===== src/rtl/cdp_arbiter.sv =====
// cdp_arbiter: sticky-request arbiter with fixed-priority or round-robin
// selection. One grant is presented at a time and held until acknowledged;
// at least one idle cycle always separates consecutive grants.
module cdp_arbiter #(
  parameter  int N = 8,
  localparam int W = $clog2(N)
) (
  input  logic         clk,
  input  logic         rst_n,
  input  logic [N-1:0] req,
  input  logic         mode,
  input  logic         ack,
  output logic [W-1:0] out,
  output logic         valid,
  output logic [N-1:0] pend
);

  localparam logic [0:0] ST_IDLE  = 1'b0;
  localparam logic [0:0] ST_GRANT = 1'b1;

  logic [0:0]   state;
  logic [W-1:0] last;
  logic [N-1:0] cand;
  logic [W-1:0] fix_win;
  logic [W-1:0] rr_win;
  logic         rr_found;
  logic [W-1:0] win;
  logic [N-1:0] clr_mask;

  // Winner selection over the merged pending/incoming request set.
  always_comb begin
    cand     = pend | req;
    fix_win  = '0;
    rr_win   = '0;
    rr_found = 1'b0;
    // Ascending scan: the highest set index is the last one written.
    for (int unsigned i = 0; i < N; i++) begin
      if (cand[i]) fix_win = W'(i);
    end
    // Downward search starting just below last, wrapping N-1 after 0 and
    // ending on last itself so a lone requester is still served.
    for (int unsigned k = 1; k <= N; k++) begin
      int unsigned idx;
      idx = (int'(last) + N - k) % N;
      if (!rr_found && cand[idx]) begin
        rr_found = 1'b1;
        rr_win   = W'(idx);
      end
    end
    win = mode ? rr_win : fix_win;
    // Bit of the acknowledged grant is dropped unless re-requested this cycle.
    clr_mask = ({{(N-1){1'b0}}, 1'b1} << out) & ~req;
  end

  // Grant FSM, pending-request register and round-robin pointer.
  always_ff @(posedge clk or negedge rst_n) begin
    if (!rst_n) begin
      state <= ST_IDLE;
      out   <= '0;
      valid <= 1'b0;
      pend  <= '0;
      last  <= '0;
    end else begin
      case (state)
        ST_IDLE: begin
          pend <= cand;
          if (cand != '0) begin
            out   <= win;
            valid <= 1'b1;
            state <= ST_GRANT;
          end else begin
            valid <= 1'b0;
          end
        end
        ST_GRANT: begin
          if (ack) begin
            pend  <= cand & ~clr_mask;
            last  <= out;
            valid <= 1'b0;
            state <= ST_IDLE;
          end else begin
            pend <= cand;
          end
        end
        default: begin
          state <= ST_IDLE;
          valid <= 1'b0;
        end
      endcase
    end
  end

endmodule


===== config.mk =====
export PLATFORM = sky130hd
export DESIGN_NAME = cdp_arbiter
export DESIGN_NICKNAME = d
export VERILOG_FILES = /design/src/rtl/cdp_arbiter.sv
export SDC_FILE = /design/constraint.sdc
export NUM_CORES = 1
export LEC_CHECK = 0
export ABC_CLOCK_PERIOD_IN_PS = 3240
export CAP_MARGIN = 30
export CORE_MARGIN = 8
export CORE_UTILIZATION = 55
export CTS_BUF_LIST = sky130_fd_sc_hd__clkbuf_4 sky130_fd_sc_hd__clkbuf_8 sky130_fd_sc_hd__clkbuf_16
export DETAILED_ROUTE_END_ITERATION = 8
export PLACE_DENSITY = 0.8
export SLEW_MARGIN = 10
export SYNTH_ARGS = -nofsm -noshare
export SYNTH_HDL_FRONTEND = slang
export SYNTH_SLANG_ARGS = --single-unit
export TNS_END_PERCENT = 50

===== constraint.sdc =====
create_clock -name clk -period 3.24 [get_ports clk]
set_input_delay 0.972 -clock clk [delete_from_list [all_inputs] [get_ports clk]]
set_output_delay 0.972 -clock clk [all_outputs]
set_load 0.02 [all_outputs]

==> metrics.md <==
| Metric | Value |
|---|---|
| Syn Nets | `approximately 210` |
| Synth Area in Simple Gates | `~26%` |
| Pwr Density | `approximately 730 mW/mm²` |
| Initial Util | `57.1%` |
| Grt total ovfl | `0` |
| DR vias | `1834` |
| Largest net degree at the start of global routing | `21` |
| CTS tree | `yes` |
| FF-to-FF Start | `last[1]` |
| Fin. Hold Viols | `0` |
| N_diodes | `0` |
| HP Class | `flip-flop to flip-flop` |
| Clk_lat worst skew | `~0.3 ns` |
| Critical path fanouts, max | `4` |
| Cells after synthesis | `192` |
| LEAKAGE | `just over 0.9 nW` |
| Post-synthesis xor/xnor area fraction | `1.52%` |
| Final GP Congestion | `approximately 0.99` |
| Avg Cell Area, Syn | `between 9 and 10 µm²` |
| Post-DP HPWL | `4440 µm` |
| DRT Pass-1 Iters | `4` |
| Crit path cell chain | `clkdlybuf4s50_1 > or2_0 > mux4_2 > mux2_4 > or2_4 > nor4_4 > a211oi_2 > o41ai_2` |
| Die X | `~70 µm` |
| Placement Setup Slack | `-0.256 ns` |
| Hold Slack | `around 0.53 ns` |
| Vias in the first global route | `1901` |
| Slew Limit Headroom | `between 40% and 50%` |
| Startpoint types | `input port` |
| Critical Path RT | `~3.5 ns` |
| Worst vdd ir | `roughly 0.00056 V` |
| CTS root buffer | `clkbuf_4` |
| Final Cycle Share | `between 90% and 100%` |
| Wire per inst | `18.4 µm` |
| Status | `complete, no violations` |
| CP Capture Type | `flip-flop` |
| Max Cap Viol | `0` |
| Rows | `20` |
| Final #Nets | `about 270` |
| Peak Freq | `about 0.32 GHz` |
| IO buf count | `23` |
| Residual DRC | `0` |
| Post-synthesis mux area share | `around 22%` |
| Endpoints failing setup | `0` |
| Internal reg-to-reg setup slack | `a little under 0.5 ns` |
| Critical path arrival | `3.34 ns` |
| Post-synth EDFFs | `0` |
| CTS sink count | `16` |
| CP max stage delay | `0.54 ns` |
| Synth Flop Type | `dfrtp_1` |
| Seq cells post-synth | `16` |
| CTS Buf Count | `3` |
| Critical Path Source | `req[1]` |
| Critical Path End | `out[0]` |
| Synth-to-Final Area Change | `35.9%` |
| Register area share after synthesis | `23.2%` |
| Synth Cell Area | `~0.0017 mm²` |
| Layout Skew | `between 0.0015 and 0.002 ns` |
| Antenna viol nets, final | `0` |
| Slowest-stage cell, CP | `mux4_2` |
| Clk pin slew, worst setup/hold paths | `~0.1 ns` |
| Worst R2R Path Depth | `9` |
| # Post-CTS Setup Buffers | `0` |
| Synth Area in Adders | `1.45%` |
| Unique masters post-synth | `58` |
| Drt first-iter violations | `roughly 160` |
| RSZ-0062 raised after global routing | `false` |
| Total Routed Length | `between 5000 and 6000 µm` |
| Initial antenna violation count | `0` |
| Die Ht | `about 72 µm` |
| Die Footprint | `0.00519 mm²` |
| Synth Area in Compound Gates | `approximately a fifth` |
| CORE AREA | `roughly 0.003 mm²` |
| Final Max Slew Viols | `0` |
| Least-Margin Pin Slew | `0.769 ns` |
| Avg Vias per Cell | `6.15` |
| Clock Path Buffers | `2` |
| Post-route setup slack | `around 0.11 ns` |
| Layout cell share with drive strength beyond 1 | `between 30% and 40%` |
| Min Tclk post-route | `approximately 3.1 ns` |
| Main combinational cell family by area after synthesis | `simple AND/OR/NAND/NOR gates` |
| Layout Cells excl Fill | `between 200 and 300` |
| YS warnings | `0` |
| Tot GR Track Use | `23.3%` |
| Post-placement cell count | `roughly 290` |
| Classification of the worst setup path | `input port to flip-flop` |
| Global-route wire length before repair | `between 9000 and 10000 µm` |
| Synth async-reset ratio | `between 90% and 100%` |
| H-tree levels | `1` |
| R2R Path End | `out[1]` |
| Worst hold path depth | `2` |
| # IOs | `24` |
what timing repair did:
| action | CTS | global route |
|---|---|---|
| endpoints found under the setup margin | 0 | 2 |
| hold buffers | 0 | 0 |
| resized for setup | 0 | 2 |
| hold endpoints to repair | 0 | 0 |
cell usage after synthesis, types with 3 or more instances:
master    instances  share of area, %
nor2_1           18               3.9
nand2_1          17               3.7
dfrtp_1          16                23
nor3_1           12               3.5
mux4_2           11                14
o21ai_0          11               3.2
a21oi_1           9               2.6
a21o_1            7               3.0
inv_1             6               1.3
mux2_2            5               3.3
mux2i_1           5               2.9
or2_1             5               1.8
a211oi_1          4               1.7
clkbuf_1          4              0.87
buf_2             3              0.87
nand3b_1          3               1.3
nor3b_1           3               1.3
nor4_1            3               1.1
stage by stage:
step / power [mW] / utilization, % / TNS, ns / area, µm²
finish: 1.71 / 77.6 / 0 / 2350
global route: 1.84 / 77.6 / 0 / 2350
CTS: 1.70 / 77.1 / 0 / 2340
detailed placement: 1.55 / 76.0 / -0.655 / 2300
global placement: 1.52 / 76.0 / -0.444 / 2300
floorplan: 1.14 / - / 0 / 1730
metal layers:
layer | global-route usage (%) | wire length [µm] | vias to the layer above
li1 | - | - | 862
met3 | 2.75 | 365 | 20
met2 | 37.7 | 2640 | 75
met4 | 12.7 | 208 | 0
met1 | 29.5 | 2270 | 877
met5 | 0 | 0 | -
worst min-delay path by stage:
| stage | to | start | slack, ns |
|---|---|---|---|
| final | valid | valid | 0.53 |
| after global routing | valid | valid | 0.55 |
| after CTS | valid | valid | 0.53 |
| after detailed placement | valid | valid | 0.50 |
| after global placement | valid | valid | 0.49 |
| after floorplan | valid | state | 0.54 |
state kept, by name (all words and copies together), names as in the netlist:
| name | count |
|---|---|
| pend | 8 |
| last | 3 |
| out | 3 |
| state | 1 |
| valid | 1 |
critical path, delay by kind of cell:
family          cells  cell delay [ns]
buf+inv             1             0.41
mux                 2             0.83
simple gates        3             0.75
compound gates      2             0.36
where the power goes:
part	internal (mW)	total, mW	switching, mW
Sequential	0.263	0.354	0.0909
Clock	0.0686	0.142	0.0737
Combinational	0.561	1.22	0.657
layout by cell type (no fill, tap or decap), drive strengths merged, types with 6 or more instances in the layout:
cell            n
a21o            7
clkdlybuf4s50  23
mux2            6
dfrtp          16
nor2           18
buf            45
nor3           12
a21oi           9
o21ai          11
nand2          17
or2            10
mux2i           6
inv             8
mux4           11
cells by family (layout without fill, tap and decap cells):
group / count (synthesis) / in the layout
AO/OA/AOI/OAI: 51 / 51
XOR/XNOR: 3 / 3
buffers and inverters: 18 / 80
adder cells (fa/ha/maj): 2 / 2
flip-flops: 16 / 16
AND/OR/NAND/NOR: 79 / 79
multiplexers: 23 / 23
cell type report:
| cell class | count | area, µm² |
|---|---|---|
| Inverter | 8 | 32.5 |
| Fill cell | 209 | 678 |
| Tap cell | 44 | 55.1 |
| Multi-Input combinational cell | 158 | 1260 |
| Sequential cell | 16 | 400 |
| Clock buffer | 4 | 36.3 |
| Timing Repair Buffer | 68 | 568 |
No activity file was read; power rests on OpenSTA's default activity.
==> RTL change, RTL diff (same flow settings) <==
Set the parameter `N` to 16 (it was 8).
--- a/src/rtl/cdp_arbiter.sv
+++ b/src/rtl/cdp_arbiter.sv
@@ -3,5 +3,5 @@
 // at least one idle cycle always separates consecutive grants.
 module cdp_arbiter #(
-  parameter  int N = 8,
+  parameter  int N = 16,
   localparam int W = $clog2(N)
 ) (
Ports: changed (resized out, pend and req); port bits go from 24 to 41. The function was not compared with the original's and may differ.
==> RTL change against the unedited design <==
The run now ends with setup timing left; sequential cell count is 10 higher; cell area is 130% higher; synthesized area is 110% higher; clock power is 36% higher; clock skew is 6.2 ps higher; register-to-register slack worse by 600 ps; power is 130% higher; setup slack worse by 340 ps; critical endpoint is now out[1]; die area is 81% higher; sequential share of layout area is 4.9 points lower; wire length grew to 2.9 times the old value.
==> RTL change: results (changes against the unedited design) <==
[pwr]
p_leak_nw=2.12  ; +130%
internal-power_w=0.00193  ; +120%
ir_drop_uv=560  ; about the same
power.density_nw_per_um2=729  ; about the same

[setup_path]
cpPeakStageDelay_ps=560  ; +20 ps
crit_family=simple AND/OR/NAND/NOR gates
r2r_cells=11  ; +2
worstPathArrival_ps=3620  ; +280 ps

[logic_synthesis]
yosysUniqueCellTypes=71  ; +22%
netlist_top_cells_count=nor2_1, nand2_1, a21oi_1
synth_fp_nets=438  ; +110%
seq_area_frac_synth_pct=18.0  ; -5.1 points

[timing]
setup_viol=4  ; +4
setup_ws_ps=-222  ; -336 ps
fin_skew_ps=8.11  ; +6.19 ps
relSlewSlack_pct=55.2  ; +6.6 points

[placement]
post-place-ws_ps=-896  ; -640 ps
port-buffer-count=40  ; +74%
dp.cells=639  ; +120%
dpl.hpwl_mm=11.4  ; +160%
gp_congestion=1.03  ; +3.9%

[finish]
largest_registers=pend x16, last x4, out x4
final_nets=610  ; +130%
instances_no_fill=658  ; +120%

[clocking]
clkLatencyLatePin_ps=280  ; -20 ps
cts-root-buf=clkbuf_8

[detailed_routing]
drt-total-wl_mm=15.7  ; +190%
via_count=4650  ; +150%
drt-initial-drc-count=493  ; +210%
dr.pass1.iters=5  ; +1

[outcome]
violations=setup timing
outcome=complete, but fails checks

[global_routing]
grt_pass1_wl_mm=24.1  ; +150%
grt_max_degree=33  ; +57%
grt_use_total_pct=31.5  ; +8.1 points
grt_pass1_vias=4558  ; +140%

RTL change: per-stage QoR:
stage          area [sq um]  TNS [ps]  total power [W]
2_1_floorplan          3650      -669          0.00224
3_3_place_gp           5000     -3230          0.00338
3_5_place_dp           5000     -3510          0.00344
4_1_cts                5220      -576          0.00370
5_1_grt                5360     -1210          0.00408
6_report               5360      -809          0.00391
RTL change: final timing paths:
kind | slack (ps) | endpoint | start
setup / recovery | -220 | out[1] | req[14]
hold / removal | 550 | valid | valid
setup reg to reg | -110 | out[1] | last[0]
hold reg to reg | 550 | valid | valid
max in group asynchronous | 1920 | pend[9] | rst_n
min in group asynchronous | 1060 | pend[11] | rst_n
RTL change: power groups by stage:
stage | Combinational, W | Clock, W | Sequential, W
final | 0.00314 | 0.000193 | 0.000577
after global placement | 0.00283 | 0 | 0.000550
after floorplan | 0.00170 | 0 | 0.000546
after global routing | 0.00329 | 0.000206 | 0.000579
after CTS | 0.00295 | 0.000190 | 0.000555
after detailed placement | 0.00288 | 0 | 0.000557
RTL change: cell type report:
cell class / count / area [sq um]
Sequential cell: 26 / 651
Inverter: 12 / 45.0
Timing Repair Buffer: 185 / 1470
Tap cell: 77 / 96.3
Fill cell: 336 / 991
Clock buffer: 3 / 41.3
Multi-Input combinational cell: 355 / 3050
RTL change: cell families after synthesis:
kind of cell             share of synthesized area [%]
AND/OR/NAND/NOR                                   25.8
XOR/XNOR                                          2.67
buffers and inverters                             4.37
AO/OA/AOI/OAI                                     22.0
flip-flops                                        18.0
adder cells (fa/ha/maj)                           2.43
multiplexers                                      24.7
RTL change: worst register-to-register path, stage by stage, from the launching register on:
cell,delay (ps)
dfrtp_1,390
buf_6,290
buf_4,230
mux4_2,540
mux4_2,550
nor4_4,320
buf_4,180
nand3_4,140
buf_6,170
o41ai_4,210
o2bb2ai_1,140
a31oi_1,60
RTL change: routing by layer:
metal	part of all wire [%]	GRT usage (%)	wire length (um)
met2	47	51.4	7450
met3	9.8	5.41	1540
met5	0	0	0
met4	7.6	22.8	1190
met1	35	36.4	5570
RTL change: timing repair:
action                                  CTS  global route
endpoints found under the setup margin    4             4
buffers inserted                         13             3
pin swaps                                15             7
cloned                                    0             0
resized for setup                       102            19
